==> config.mk <==
export PLATFORM = sky130hd
export DESIGN_NAME = cla_pipe_adder_flat
export DESIGN_NICKNAME = d
export VERILOG_FILES = /design/src/rtl/cla_pipe_adder_if.sv /design/src/rtl/cla_pipe_adder.sv /design/src/flat_wrapper.sv
export SDC_FILE = /design/constraint.sdc
export NUM_CORES = 1
export LEC_CHECK = 0
export CAP_MARGIN = 0
export CELL_PAD_IN_SITES_DETAIL_PLACEMENT = 0
export CELL_PAD_IN_SITES_GLOBAL_PLACEMENT = 2
export CORE_ASPECT_RATIO = 0.7
export CORE_MARGIN = 2
export CORE_UTILIZATION = 45
export DETAILED_ROUTE_END_ITERATION = 10
export DONT_BUFFER_PORTS = 1
export GPL_ROUTABILITY_DRIVEN = 0
export PLACE_DENSITY_LB_ADDON = 0.1
export SKIP_CTS_REPAIR_TIMING = 1
export SLEW_MARGIN = 20
export SYNTH_ARGS = -nofsm -noshare
export SYNTH_HDL_FRONTEND = slang
export SYNTH_SLANG_ARGS = --single-unit
export TNS_END_PERCENT = 10
==> constraint.sdc <==
create_clock -name clk -period 10.78 [get_ports clk]
set_clock_uncertainty 0.2 [all_clocks]
set_input_delay 1.617 -clock clk [delete_from_list [all_inputs] [get_ports clk]]
set_output_delay 1.617 -clock clk [all_outputs]
set_load 0.02 [all_outputs]
==> src/rtl/cla_pipe_adder_if.sv <==
// ----------------------------------------------------------------------------
// cla_pipe_adder_if
// Operand/result handshake bundle for cla_pipe_adder.
//   in_valid/in_ready   : operand-set handshake (a, b, cin, op)
//   out_valid/out_ready : result handshake (sum, cout, ovf)
// Modports:
//   master : the side that issues operands and consumes results
//   slave  : the adder itself
// ----------------------------------------------------------------------------
interface cla_pipe_adder_if #(
    parameter int WIDTH = 16
);
    logic             in_valid;
    logic             in_ready;
    logic [WIDTH-1:0] a;
    logic [WIDTH-1:0] b;
    logic             cin;
    logic [1:0]       op;
    logic             out_valid;
    logic             out_ready;
    logic [WIDTH-1:0] sum;
    logic             cout;
    logic             ovf;

    modport master (
        output in_valid, a, b, cin, op, out_ready,
        input  in_ready, out_valid, sum, cout, ovf
    );

    modport slave (
        input  in_valid, a, b, cin, op, out_ready,
        output in_ready, out_valid, sum, cout, ovf
    );
endinterface

==> src/rtl/cla_pipe_adder.sv <==
// ----------------------------------------------------------------------------
// cla_pipe_adder
// Two-stage pipelined carry-lookahead adder with add / subtract /
// accumulate / clear-accumulator operations and valid/ready flow control.
//   clk : rising-edge clock
//   rst : asynchronous active-high reset
//   bus : cla_pipe_adder_if.slave (operands in, result out)
// Stage 1 registers the effective operands, carry-in, op and the bit- and
// group-level generate/propagate terms. Stage 2 (output register) is loaded
// from group-carry lookahead plus in-group ripple on the stage-1 contents.
// ----------------------------------------------------------------------------
module cla_pipe_adder #(
    parameter int WIDTH = 16,
    parameter int GROUP = 4
) (
    input  logic            clk,
    input  logic            rst,
    cla_pipe_adder_if.slave bus
);
    localparam int NG = WIDTH / GROUP;

    typedef enum logic [1:0] {
        OP_ADD = 2'b00,
        OP_SUB = 2'b01,
        OP_ACC = 2'b10,
        OP_CLR = 2'b11
    } op_e;

    typedef struct packed {
        logic [NG-1:0] g;
        logic [NG-1:0] p;
    } grp_t;

    // Group generate/propagate from bit-level terms (p is the XOR propagate).
    function automatic grp_t group_gp(input logic [WIDTH-1:0] g, input logic [WIDTH-1:0] p);
        grp_t r;
        logic gg;
        logic pp;
        r = '0;
        for (int k = 0; k < NG; k++) begin
            gg = 1'b0;
            pp = 1'b1;
            for (int i = 0; i < GROUP; i++) begin
                gg = g[k*GROUP+i] | (p[k*GROUP+i] & gg);
                pp = pp & p[k*GROUP+i];
            end
            r.g[k] = gg;
            r.p[k] = pp;
        end
        return r;
    endfunction

    // Handshake
    logic stall;
    logic accept;
    logic out_valid_q;

    assign stall        = out_valid_q & ~bus.out_ready;
    assign bus.in_ready = ~stall;
    assign accept       = bus.in_valid & bus.in_ready;

    // ---------------- Stage 1: effective operands ----------------
    logic [WIDTH-1:0] s1_x_d, s1_y_d;
    logic             s1_c_d;

    // NOTE: every always_comb output gets a default first so no path can infer a latch.
    always_comb begin
        s1_x_d = bus.a;
        s1_y_d = bus.b;
        s1_c_d = bus.cin;
        case (bus.op)
            OP_SUB: begin
                s1_y_d = ~bus.b;
                s1_c_d = 1'b1;
            end
            OP_ACC: begin
                // The accumulator operand is substituted in stage 2, where acc is
                // guaranteed current even for back-to-back accumulates.
                s1_x_d = '0;
                s1_y_d = bus.a;
            end
            OP_CLR: begin
                s1_x_d = '0;
                s1_y_d = '0;
                s1_c_d = 1'b0;
            end
            default: ;
        endcase
    end

    logic             s1_valid_q;
    logic [WIDTH-1:0] s1_x_q, s1_y_q, s1_g_q, s1_p_q;
    logic             s1_c_q;
    op_e              s1_op_q;
    grp_t             s1_gp_q;

    // NOTE: the stage-1 datapath has no reset; s1_valid_q alone qualifies it.
    always_ff @(posedge clk) begin
        if (!stall) begin
            s1_x_q  <= s1_x_d;
            s1_y_q  <= s1_y_d;
            s1_c_q  <= s1_c_d;
            s1_op_q <= op_e'(bus.op);
            s1_g_q  <= s1_x_d & s1_y_d;
            s1_p_q  <= s1_x_d ^ s1_y_d;
            s1_gp_q <= group_gp(s1_x_d & s1_y_d, s1_x_d ^ s1_y_d);
        end
    end

    // ---------------- Stage 2: lookahead + ripple ----------------
    logic [WIDTH-1:0] acc_q;
    logic [WIDTH-1:0] x2, g2, p2;
    grp_t             gp2;
    logic [NG:0]      gc;
    logic             rc;
    logic [WIDTH-1:0] sum_d;
    logic             cout_d, ovf_d;

    always_comb begin
        x2  = s1_x_q;
        g2  = s1_g_q;
        p2  = s1_p_q;
        gp2 = s1_gp_q;
        if (s1_op_q == OP_ACC) begin
            x2  = acc_q;
            g2  = acc_q & s1_y_q;
            p2  = acc_q ^ s1_y_q;
            gp2 = group_gp(acc_q & s1_y_q, acc_q ^ s1_y_q);
        end

        // Carry into each group comes from group G/P only.
        gc    = '0;
        gc[0] = s1_c_q;
        for (int k = 0; k < NG; k++) begin
            gc[k+1] = gp2.g[k] | (gp2.p[k] & gc[k]);
        end

        // Ripple within each group, seeded by its lookahead carry.
        sum_d = '0;
        rc    = 1'b0;
        for (int k = 0; k < NG; k++) begin
            rc = gc[k];
            for (int i = 0; i < GROUP; i++) begin
                sum_d[k*GROUP+i] = p2[k*GROUP+i] ^ rc;
                rc = g2[k*GROUP+i] | (p2[k*GROUP+i] & rc);
            end
        end

        cout_d = gc[NG];
        ovf_d  = (x2[WIDTH-1] == s1_y_q[WIDTH-1]) & (sum_d[WIDTH-1] != x2[WIDTH-1]);

        if (s1_op_q == OP_CLR) begin
            sum_d  = '0;
            cout_d = 1'b0;
            ovf_d  = 1'b0;
        end
    end

    logic [WIDTH-1:0] sum_q;
    logic             cout_q, ovf_q;

    // NOTE: sequential state uses non-blocking assignments only.
    always_ff @(posedge clk or posedge rst) begin
        if (rst) begin
            s1_valid_q  <= 1'b0;
            out_valid_q <= 1'b0;
            sum_q       <= '0;
            cout_q      <= 1'b0;
            ovf_q       <= 1'b0;
            acc_q       <= '0;
        end else if (!stall) begin
            s1_valid_q  <= accept;
            out_valid_q <= s1_valid_q;
            if (s1_valid_q) begin
                sum_q  <= sum_d;
                cout_q <= cout_d;
                ovf_q  <= ovf_d;
                // acc moves on the same edge its result enters the output register.
                if (s1_op_q == OP_ACC || s1_op_q == OP_CLR) begin
                    acc_q <= sum_d;
                end
            end
        end
    end

    assign bus.out_valid = out_valid_q;
    assign bus.sum       = sum_q;
    assign bus.cout      = cout_q;
    assign bus.ovf       = ovf_q;
endmodule

==> src/flat_wrapper.sv <==
// flat-port wrapper written by rule: the top's interface ports become plain ports
module cla_pipe_adder_flat 
#(
    parameter int WIDTH = 16,
    parameter int GROUP = 4
)
  (clk, rst, bus_in_valid, bus_a, bus_b, bus_cin, bus_op, bus_out_ready, bus_in_ready, bus_out_valid, bus_sum, bus_cout, bus_ovf);
  cla_pipe_adder_if #(.WIDTH(WIDTH)) bus_i ();
  input  logic clk;
  input  logic rst;
  input wire logic [$bits(bus_i.in_valid)-1:0] bus_in_valid;
  input wire logic [$bits(bus_i.a)-1:0] bus_a;
  input wire logic [$bits(bus_i.b)-1:0] bus_b;
  input wire logic [$bits(bus_i.cin)-1:0] bus_cin;
  input wire logic [$bits(bus_i.op)-1:0] bus_op;
  input wire logic [$bits(bus_i.out_ready)-1:0] bus_out_ready;
  output wire logic [$bits(bus_i.in_ready)-1:0] bus_in_ready;
  output wire logic [$bits(bus_i.out_valid)-1:0] bus_out_valid;
  output wire logic [$bits(bus_i.sum)-1:0] bus_sum;
  output wire logic [$bits(bus_i.cout)-1:0] bus_cout;
  output wire logic [$bits(bus_i.ovf)-1:0] bus_ovf;
  assign bus_i.in_valid = bus_in_valid;
  assign bus_i.a = bus_a;
  assign bus_i.b = bus_b;
  assign bus_i.cin = bus_cin;
  assign bus_i.op = bus_op;
  assign bus_i.out_ready = bus_out_ready;
  assign bus_in_ready = bus_i.in_ready;
  assign bus_out_valid = bus_i.out_valid;
  assign bus_sum = bus_i.sum;
  assign bus_cout = bus_i.cout;
  assign bus_ovf = bus_i.ovf;
  cla_pipe_adder #(.WIDTH(WIDTH), .GROUP(GROUP)) u_core (.clk(clk), .rst(rst), .bus(bus_i));
endmodule
==> results.py, run 1 <==
metrics = {
    "status": {
        "status": "complete, no violations",
    },
    "global_route": {
        "grt.overflow.total": 0,
        "grt_pass1_wl_microns": 16900,
        "grt_antenna_before_repair": 0,
        "track_usage_pct": 19.2,
        "grt_pass1_vias": 3053,
        "grt_max_degree": 63,
    },
    "detailed_routing": {
        "drtIter0Drc": 183,
        "wirelength_microns": 10400,
        "dr_total_vias": 3089,
        "via_per_inst": 5.27,
        "first_pass_iters": 4,
        "antenna_left": 0,
        "wl_per_cell_microns": 17.7,
        "post-route-drc-count": 0,
    },
    "critical_path": {
        "cp_cell_sequence": "nand2b_2, buf_4",
        "crit_path_start_kind": "input pin",
        "critPathCaptureType": "output pin",
        "critical_path.top_delay_family": "buffers and inverters",
        "cpMaxStageDelayCell": "buf_4",
        "cp.arrival_ns": 2.40,
        "path_buf_inv": 1,
        "path_depth": 2,
        "slowest_delay_ns": 0.61,
        "path_class": "in -> out",
        "cp_max_fo": 62,
        "crit_required_ns": 8.96,
        "rr_worst_depth": 15,
    },
    "pwr": {
        "power_density_nw_per_um2": 223,
        "p_leak_nw": 2.30,
        "ir_worst_vdd_v": 0.0000946,
    },
    "sta": {
        "slew_violations": 0,
        "worstMarginPinSlew_ns": 0.978,
        "min_period_over_period_pct": 39.1,
        "period_minus_slack_ns": 4.22,
        "grt_setup_unrepaired": "false",
        "fmax_mhz": 237,
        "setup_tns_ns": 0,
        "hold_viol": 0,
        "slew_headroom_pct": 34.6,
        "setup_viol_count_final": 0,
    },
    "layout": {
        "final_util_pct": 50.7,
        "nNetsFinal": 532,
        "n_antenna_cell": 0,
        "layout-drive-gt1-share_pct": 7.27,
        "multiInputGateArea_sq_um": 2170,
        "nFillCells": 955,
        "ff_latch_area_sq_um": 2580,
        "area_growth_pct": 9.07,
    },
    "cts": {
        "cts_tree": "yes",
        "clk_latency_ns": 0.34,
        "htreeDepth": 3,
        "clock_tree.root_cell": "clkbuf_16",
        "clk_path_buf_depth": 2,
        "clkTransAtPathRegs_ns": 0.06,
        "cts_made_buffers": 9,
        "cts_sinks": 92,
    },
    "synth": {
        "synth_cell_types": 41,
        "synth_nets": 537,
        "ys.flop_type": "edfxtp_1",
        "synthAdderAreaFrac_pct": 11.3,
        "synth_simple_gate_area_share_pct": 17.6,
        "synth_compound_area_share_pct": 9.36,
        "avgSynthCellArea_sq_um": 10.7,
        "synth.area.top_cells": "edfxtp_1, dfrtp_1, ha_1, nand2_1, o21ai_0",
        "ys_ff_latch": 92,
        "synth_top_family_by_area": "simple AND/OR/NAND/NOR gates",
        "yosysWarnings": 0,
        "synthArstFlopShare_pct": 39.1,
        "synthMuxAreaShare_pct": 2.47,
        "synth_top_area_share_pct": 34.6,
        "syn_area_sq_um": 4850,
        "synthCells": 454,
        "synth_edf_count": 56,
        "ys_seq_area_share_pct": 53.2,
        "synthXorXnorAreaFrac_pct": 3.79,
        "yosysTopAreaCell": "edfxtp_1",
    },
    "floorplanning": {
        "start_util_pct": 46.5,
        "die_w_microns": 128,
        "die_area_sq_um": 11600,
        "row_count": 31,
        "io_pins": 59,
        "core_sq_um": 10400,
        "die_y_microns": 90.9,
    },
    "placement": {
        "dpl.hpwl_microns": 7890,
        "port_buffers": 0,
    },
    "job": {
        "drv_cap": 0,
    },
    "min_path": {
        "whs_path_depth": 2,
        "hold_path_class": "reg -> reg",
    },
}
[cells in the mapped netlist, types with 2 or more instances]
| master | n |
|---|---|
| mux2i_1 | 3 |
| xor2_1 | 5 |
| and4_1 | 6 |
| mux2_2 | 8 |
| xnor2_1 | 16 |
| edfxtp_1 | 56 |
| or3_1 | 4 |
| nand3_1 | 4 |
| o21a_1 | 2 |
| nor3b_1 | 2 |
| clkbuf_1 | 14 |
| ha_1 | 44 |
| nor2b_1 | 21 |
| nand2_1 | 112 |
| dfrtp_1 | 36 |
| nor2_1 | 13 |
| a21oi_1 | 11 |
| nand2b_1 | 7 |
| inv_1 | 3 |
| buf_2 | 5 |
| o21ai_0 | 52 |
| a211o_1 | 3 |
| nand3b_1 | 8 |
| a211oi_1 | 2 |
[report_power, final]
group          internal (W)  switching, W
Clock              0.000213      0.000126
Combinational      0.000118      0.000163
Sequential         0.000467     0.0000952
Total              0.000798      0.000384
[metrics by stage]
step,area (sq um),worst slack [ns],total power (W),hold WS [ns],instances
after floorplan,4850,5.73,0.000759,0.256,454
after detailed placement,4960,6.57,0.000852,0.297,570
after global placement,4960,6.59,0.000845,0.273,570
after CTS,5300,6.56,0.00119,0.312,586
final,5300,6.56,0.00118,0.304,586
after global routing,5300,6.43,0.00126,0.337,586
[layout by cell type, fill, tap and decap left out, types with 2 or more instances in the layout]
| cell | count |
|---|---|
| dfrtp_1 | 36 |
| ha_1 | 44 |
| nand2b_1 | 6 |
| nand3_1 | 4 |
| a21oi_1 | 11 |
| o21a_1 | 2 |
| or3_1 | 4 |
| nor2b_1 | 21 |
| nand3b_1 | 8 |
| nor2_1 | 13 |
| mux2i_1 | 3 |
| a211oi_1 | 2 |
| and4_1 | 6 |
| clkbuf_8 | 3 |
| nor3b_1 | 2 |
| clkbuf_16 | 10 |
| a211o_1 | 3 |
| xnor2_1 | 16 |
| buf_4 | 5 |
| xor2_1 | 5 |
| o21ai_0 | 52 |
| inv_1 | 3 |
| mux2_2 | 8 |
| nand2_1 | 112 |
| edfxtp_1 | 56 |
[kinds of logic after synthesis]
group / count (synthesis)
buffers and inverters: 24
flip-flops: 92
AO/OA/AOI/OAI: 80
adder cells (fa/ha/maj): 44
AND/OR/NAND/NOR: 182
multiplexers: 11
XOR/XNOR: 21
[registers in the layout, indices dropped and copies added (netlist names)]
signal and cells:
u_core.s1_valid_q 1, u_core.s1_gp_q 8, u_core.s1_g_q 12, u_core.s1_c_q 1
u_core.bus.sum 16, u_core.s1_y_q 16, u_core.s1_x_q 1, u_core.s1_p_q 16
u_core.acc_q 16, u_core.bus.ovf 1, u_core.bus.out_valid 1, u_core.s1_op_q 2
u_core.bus.cout 1
[layout make-up]
class                   count  share of cell area [%]
multi-input cells         338                    40.9
clock buffers              14                    5.58
repair buffers              5                   0.709
inverters                   3                   0.213
flip-flops and latches     92                    48.8
clock inverters             2                   0.685
well taps                 132                    3.12
[layer usage]
layer | global-route usage [%] | up-vias | part of all wire [%]
li1 | - | 1584 | -
met1 | 31.8 | 1412 | 56
met2 | 24.1 | 84 | 38
met3 | 4.62 | 9 | 5.4
met4 | 4.95 | 0 | 0.94
met5 | 0 | - | 0
[path summary, 6_finish.rpt]
check,from,endpoint,slack [ns]
worst max-delay path,bus_out_ready,bus_in_ready,6.56
worst min-delay path,u_core.acc_q[8],u_core.acc_q[8],0.30
worst max register to register,u_core.s1_op_q[1],u_core.bus.ovf,6.78
worst min register to register,u_core.acc_q[8],u_core.acc_q[8],0.30
max in group asynchronous,rst,u_core.bus.sum[3],8.80
min in group asynchronous,rst,u_core.bus.sum[12],0.90
No activity file was read; power rests on OpenSTA's default activity.
==> run 2, diff against run 1 <==
--- a/config.mk
+++ b/config.mk
@@ -10,7 +10,7 @@
 export CELL_PAD_IN_SITES_GLOBAL_PLACEMENT = 2
 export CORE_ASPECT_RATIO = 0.7
 export CORE_MARGIN = 2
-export CORE_UTILIZATION = 45
+export CORE_UTILIZATION = 41
 export DETAILED_ROUTE_END_ITERATION = 10
 export DONT_BUFFER_PORTS = 1
 export GPL_ROUTABILITY_DRIVEN = 0
==> constraint.sdc (replaced) <==
create_clock -name clk -period 3.95 [get_ports clk]
set_clock_uncertainty 0.2 [all_clocks]
set_input_delay 0.5925 -clock clk [delete_from_list [all_inputs] [get_ports clk]]
set_output_delay 0.5925 -clock clk [all_outputs]
set_load 0.02 [all_outputs]
==> results.py, run 2 (synthesis gave the netlist of run 1 again) <==
metrics = {
    "placement": {
        "port_buffers": 0,
        "pre_cts_ws_ns": 0.179,
        "dp.cells": 600,
        "dpl.hpwl_microns": 7710,
    },
    "detailed_routing": {
        "dr_total_vias": 3106,
        "antenna_left": 0,
        "wl_per_cell_microns": 17.1,
        "wirelength_microns": 10600,
        "post-route-drc-count": 0,
        "drtIter0Drc": 211,
        "via_per_inst": 5.04,
        "first_pass_iters": 5,
    },
    "cts": {
        "htreeDepth": 3,
        "clk_latency_ns": 0.34,
        "cts_made_buffers": 9,
        "clock_tree.root_cell": "clkbuf_16",
        "cts_sinks": 92,
        "clkTransAtPathRegs_ns": 0.06,
        "cts_tree": "yes",
        "clk_path_buf_depth": 2,
    },
    "floorplanning": {
        "die_area_sq_um": 12700,
        "io_pins": 59,
        "die_w_microns": 134,
        "start_util_pct": 41.7,
        "die_y_microns": 95.0,
        "row_count": 33,
        "core_sq_um": 11600,
    },
    "critical_path": {
        "critPathCaptureType": "flip-flop",
        "crit_required_ns": 3.95,
        "crit_path_start_kind": "flip-flop",
        "cp_max_fo": 3,
        "path_class": "reg -> reg",
        "cp.arrival_ns": 3.73,
    },
    "layout": {
        "mostFrequentLayoutCells": "nand2_1, edfxtp_1, o21ai_0",
        "final_cells": 616,
        "final_util_pct": 45.9,
        "area_growth_pct": 10.2,
        "final_common_cell": "nand2_1",
        "nNetsFinal": 537,
        "layout-drive-gt1-share_pct": 8.28,
        "n_antenna_cell": 0,
    },
    "global_route": {
        "grt_antenna_before_repair": 0,
        "track_usage_pct": 17.6,
        "grt_pass1_wl_microns": 16800,
        "grt_max_degree": 61,
        "grt_pass1_vias": 3045,
        "grt.overflow.total": 0,
    },
    "pwr": {
        "power_density_nw_per_um2": 597,
        "p_seq_share_pct": 47.2,
        "ir_worst_vdd_v": 0.000251,
        "combPwrFrac_pct": 24.2,
        "p_sw_share_pct": 32.6,
        "p_sw_w": 0.00104,
        "p_leak_nw": 2.31,
        "clkPwrFrac_pct": 28.7,
        "intPower_w": 0.00215,
    },
    "sta": {
        "finalWorstSetupSlack_ns": 0.216,
        "hold_viol": 0,
        "period_minus_slack_ns": 3.73,
        "setup_tns_ns": 0,
        "min_period_over_period_pct": 94.5,
        "worstMarginPinSlew_ns": 0.826,
        "grt_setup_unrepaired": "false",
        "slew_violations": 0,
        "fmax_mhz": 268,
        "slew_headroom_pct": 44.9,
        "setup_viol_count_final": 0,
    },
    "min_path": {
        "hold_path_class": "in -> async",
    },
    "status": {
        "status": "complete, no violations",
    },
    "job": {
        "drv_cap": 0,
    },
}
## run 2: cell types whose count changed in the layout (fill, tap and decap cells not counted), sizes merged
| cell | delta |
|---|---|
| clkinvlp | +1 |
| bufinv | +1 |
| buf | +5 |
| clkbuf | -5 |
| clkinv | +3 |
## run 2: power groups by stage
stage / clock network (W) / registers [W] / logic [W]
4_1_cts: 0.000940 / 0.00151 / 0.000783
3_3_place_gp: 0 / 0.00152 / 0.000772
5_1_grt: 0.000974 / 0.00154 / 0.000895
6_report: 0.000916 / 0.00151 / 0.000772
2_1_floorplan: 0 / 0.00149 / 0.000587
3_5_place_dp: 0 / 0.00153 / 0.000778
## run 2: routing by layer
metal / GRT usage, % / share of wire [%] / wire (microns)
met2: 25.2 / 41 / 4340
met4: 3.68 / 0.30 / 32
met3: 4.52 / 5.4 / 573
met1: 26.7 / 53 / 5600
met5: 0 / 0 / 0
## run 2: area by class of cell
cell class                      count  area [sq um]
Inverter                            3          11.3
Clock buffer                        9           225
Multi-Input combinational cell    338          2170
Tap cell                          157           196
Timing Repair Buffer               10          75.1
Sequential cell                    92          2580
Clock inverter                      7          90.1
Fill cell                        1126          6300
## run 2: worst max-delay path: stages, from the launching register on
cell	delay, ns
dfrtp_1	0.38
ha_1	0.33
a211o_1	0.27
a211oi_1	0.29
nor3_1	0.11
or3_1	0.38
ha_1	0.21
nand3b_1	0.16
ha_1	0.19
nand3b_1	0.15
ha_1	0.21
or3_1	0.30
nand3_1	0.08
o21ai_1	0.09
mux2i_1	0.16
o21ai_0	0.08
## run 2: through the flow
step | cell area [sq um] | hold slack, ns | power (W)
6_report | 5350 | 0.0574 | 0.00319
5_1_grt | 5350 | 0.0923 | 0.00341
3_3_place_gp | 5030 | 0.269 | 0.00229
2_1_floorplan | 4850 | 0.256 | 0.00207
3_5_place_dp | 5030 | 0.282 | 0.00231
4_1_cts | 5350 | 0.0758 | 0.00323
## run 2: path summary, 6_finish.rpt
check	startpoint	to	slack [ns]	cells after the start
setup / recovery	u_core.acc_q[5]	u_core.bus.ovf	0.22	15
hold / removal	rst	u_core.bus.sum[13]	0.06	2
setup reg to reg	u_core.acc_q[5]	u_core.bus.ovf	0.22	15
hold reg to reg	u_core.acc_q[6]	u_core.acc_q[6]	0.29	2
max in group asynchronous	rst	u_core.acc_q[0]	3.14	2
min in group clk	bus_op[0]	u_core.s1_op_q[0]	0.15	0
==> run 3, diff against run 2 <==
--- a/config.mk
+++ b/config.mk
@@ -5,12 +5,14 @@
 export SDC_FILE = /design/constraint.sdc
 export NUM_CORES = 1
 export LEC_CHECK = 0
+export ABC_AREA = 1
 export CAP_MARGIN = 0
 export CELL_PAD_IN_SITES_DETAIL_PLACEMENT = 0
 export CELL_PAD_IN_SITES_GLOBAL_PLACEMENT = 2
 export CORE_ASPECT_RATIO = 0.7
 export CORE_MARGIN = 2
-export CORE_UTILIZATION = 41
+export CORE_UTILIZATION = 40
+export CTS_CLUSTER_DIAMETER = 60
 export DETAILED_ROUTE_END_ITERATION = 10
 export DONT_BUFFER_PORTS = 1
 export GPL_ROUTABILITY_DRIVEN = 0
==> results.py, run 3 <==
metrics = {
    "status": {
        "status": "complete, no violations",
    },
    "synth": {
        "syn_area_sq_um": 4910,
        "yosysTopAreaCell": "edfxtp_1",
        "synthXorXnorAreaFrac_pct": 0.867,
        "synth_top_family_by_area": "simple AND/OR/NAND/NOR gates",
        "synthAdderAreaFrac_pct": 11.2,
        "synth_common_cells": "nand2_1, edfxtp_1, ha_1, inv_1, dfrtp_1",
        "synthArstFlopShare_pct": 39.1,
        "ys_ff_latch": 92,
        "synth_simple_gate_area_share_pct": 20.4,
        "synth_top_area_share_pct": 34.3,
        "yosysWarnings": 0,
        "synth.most_common_cell": "nand2_1",
        "avgSynthCellArea_sq_um": 9.44,
        "synth_compound_area_share_pct": 8.90,
        "synth_nets": 603,
        "ys.flop_type": "edfxtp_1",
        "synthCells": 520,
        "synth_cell_types": 30,
        "synth.area.top_cells": "edfxtp_1, dfrtp_1, nand2_1, ha_1, nand3_1",
        "synthMuxAreaShare_pct": 0.204,
        "ys_seq_area_share_pct": 52.6,
        "synth_edf_count": 56,
    },
    "detailed_routing": {
        "wirelength_microns": 10800,
        "via_per_inst": 4.89,
        "dr_total_vias": 3321,
        "post-route-drc-count": 0,
        "wl_per_cell_microns": 15.9,
        "drtIter0Drc": 175,
        "antenna_left": 0,
        "first_pass_iters": 6,
    },
    "sta": {
        "fmax_mhz": 281,
        "slew_violations": 0,
        "finalWorstSetupSlack_ns": 0.396,
        "period_minus_slack_ns": 3.55,
        "setup_tns_ns": 0,
        "slew_headroom_pct": 34.6,
        "hold_viol": 0,
        "worstMarginPinSlew_ns": 0.978,
        "grt_setup_unrepaired": "false",
        "setup_viol_count_final": 0,
        "min_period_over_period_pct": 90.0,
    },
    "layout": {
        "mostFrequentLayoutCells": "nand2_1, edfxtp_1, ha_1",
        "area_growth_pct": 8.49,
        "layout-drive-gt1-share_pct": 7.09,
        "final_common_cell": "nand2_1",
        "n_antenna_cell": 0,
        "final_util_pct": 44.9,
        "nFillCells": 1142,
        "nNetsFinal": 600,
    },
    "critical_path": {
        "path_common_cell": "nand2_1",
        "critPathCaptureType": "flip-flop",
        "crit_required_ns": 3.98,
        "cp_max_fo": 14,
        "rr_worst_depth": 21,
        "cp.arrival_ns": 3.59,
        "crit_path_start_kind": "flip-flop",
        "cp_cell_sequence": "nand2_2, inv_1, buf_4, nand2_1, nand2_1, a31oi_1, nand2_2, ha_1, a21oi_1, nand2_1, ha_1, a21oi_1, nand2_1, ha_1, a21oi_2, nand2_1, xnor2_2, inv_1, nand2_1, nand2_1, a22o_1",
        "path_class": "reg -> reg",
        "slowest_delay_ns": 0.48,
        "cpMaxStageDelayCell": "edfxtp_1",
    },
    "global_route": {
        "grt.busiest_layer": "met1",
        "grt_max_degree": 37,
        "grt_pass1_vias": 3185,
        "met2_usage_pct": 18.3,
        "track_usage_pct": 17.5,
        "gr-usage-met1_pct": 32.0,
        "grt.overflow.total": 0,
        "use_met3_pct": 4.04,
        "grt_antenna_before_repair": 0,
        "grt_pass1_wl_microns": 17500,
    },
    "cts": {
        "clock_tree.root_cell": "clkbuf_16",
        "clk_latency_ns": 0.35,
        "cts_sinks": 92,
        "clkTransAtPathRegs_ns": 0.07,
        "cts_tree": "yes",
        "clk_path_buf_depth": 2,
        "cts_made_buffers": 9,
        "htreeDepth": 3,
    },
    "pwr": {
        "finalPower_w": 0.00321,
        "power_density_nw_per_um2": 602,
        "p_leak_nw": 2.57,
        "ir_worst_vdd_v": 0.000285,
    },
    "floorplanning": {
        "io_pins": 59,
        "die_area_sq_um": 13200,
        "core_sq_um": 11900,
        "row_count": 33,
        "die_w_microns": 136,
        "start_util_pct": 41.4,
        "die_y_microns": 96.7,
    },
    "placement": {
        "port_buffers": 0,
        "pre_cts_ws_ns": 0.410,
        "dpl.hpwl_microns": 8260,
    },
    "job": {
        "drv_cap": 0,
    },
    "min_path": {
        "hold_path_class": "in -> async",
    },
}
-- run 3: cell types whose count changed after synthesis, sizes merged, moves of 8 or more --
cell | previous run | this run
nand3 | 4 | 32
nand2 | 112 | 183
o211ai | 1 | 16
mux2 | 8 | 0
xnor2 | 16 | 1
o21ai | 53 | 24
nor2 | 13 | 26
a21oi | 11 | 24
nand3b | 8 | 0
nor2b | 22 | 0
inv | 3 | 43
-- run 3: worst paths after layout --
check / startpoint / to / slack [ns]
worst max-delay path: u_core.s1_op_q[1] / u_core.bus.ovf / 0.40
worst min-delay path: rst / u_core.bus.sum[0] / 0.04
worst max register to register: u_core.s1_op_q[1] / u_core.bus.ovf / 0.40
worst min register to register: u_core.s1_valid_q / u_core.bus.out_valid / 0.27
max in group asynchronous: rst / u_core.acc_q[8] / 3.19
min in group clk: bus_op[0] / u_core.s1_op_q[0] / 0.14
-- run 3: final cells by class --
class | count | area, sq um | area share, %
clock buffer | 9 | 225 | 4.23
multi-input combinational | 365 | 2040 | 38.3
clock inverter | 7 | 72.6 | 1.36
sequential | 92 | 2580 | 48.5
inverter | 43 | 161 | 3.03
timing repair buffer | 6 | 45.0 | 0.846
tap | 157 | 196 | 3.69
-- run 3: cell families after synthesis --
family	Yosys count
AND/OR/NAND/NOR	245
XOR/XNOR	4
flip-flops	92
buffers and inverters	63
adder cells (fa/ha/maj)	44
multiplexers	1
AO/OA/AOI/OAI	71
-- run 3: worst max-delay path: cells and delay by family (launching register included) --
| kind | cells | cell delay (ns) |
|---|---|---|
| XOR/XNOR | 1 | 0.22 |
| adder cells (fa/ha/maj) | 3 | 0.58 |
| buffers and inverters | 3 | 0.49 |
| AO/OA/AOI/OAI | 5 | 0.67 |
| AND/OR/NAND/NOR | 9 | 0.81 |
| flip-flops | 1 | 0.48 |
-- run 3: power by group --
group	total, W	internal [W]	leakage, nW	switching (W)
Sequential	0.00156	0.00128	1.05	0.000271
Clock	0.000866	0.000493	0.144	0.000374
Combinational	0.000786	0.000303	1.37	0.000482
Total	0.00321	0.00208	2.57	0.00113
-- run 3: metal layers --
layer,share of wire (%),wire (microns)
met5,0,0
met1,62,6660
met2,30,3280
met4,1.4,150
met3,6.3,683
-- run 3: per-stage QoR --
step	instances	hold WS, ns	cell area, sq um
after floorplan	520	0.242	4910
after global placement	663	0.259	5030
after detailed placement	663	0.261	5030
after CTS	679	0.0460	5330
after global routing	679	0.0820	5330
final	679	0.0361	5330
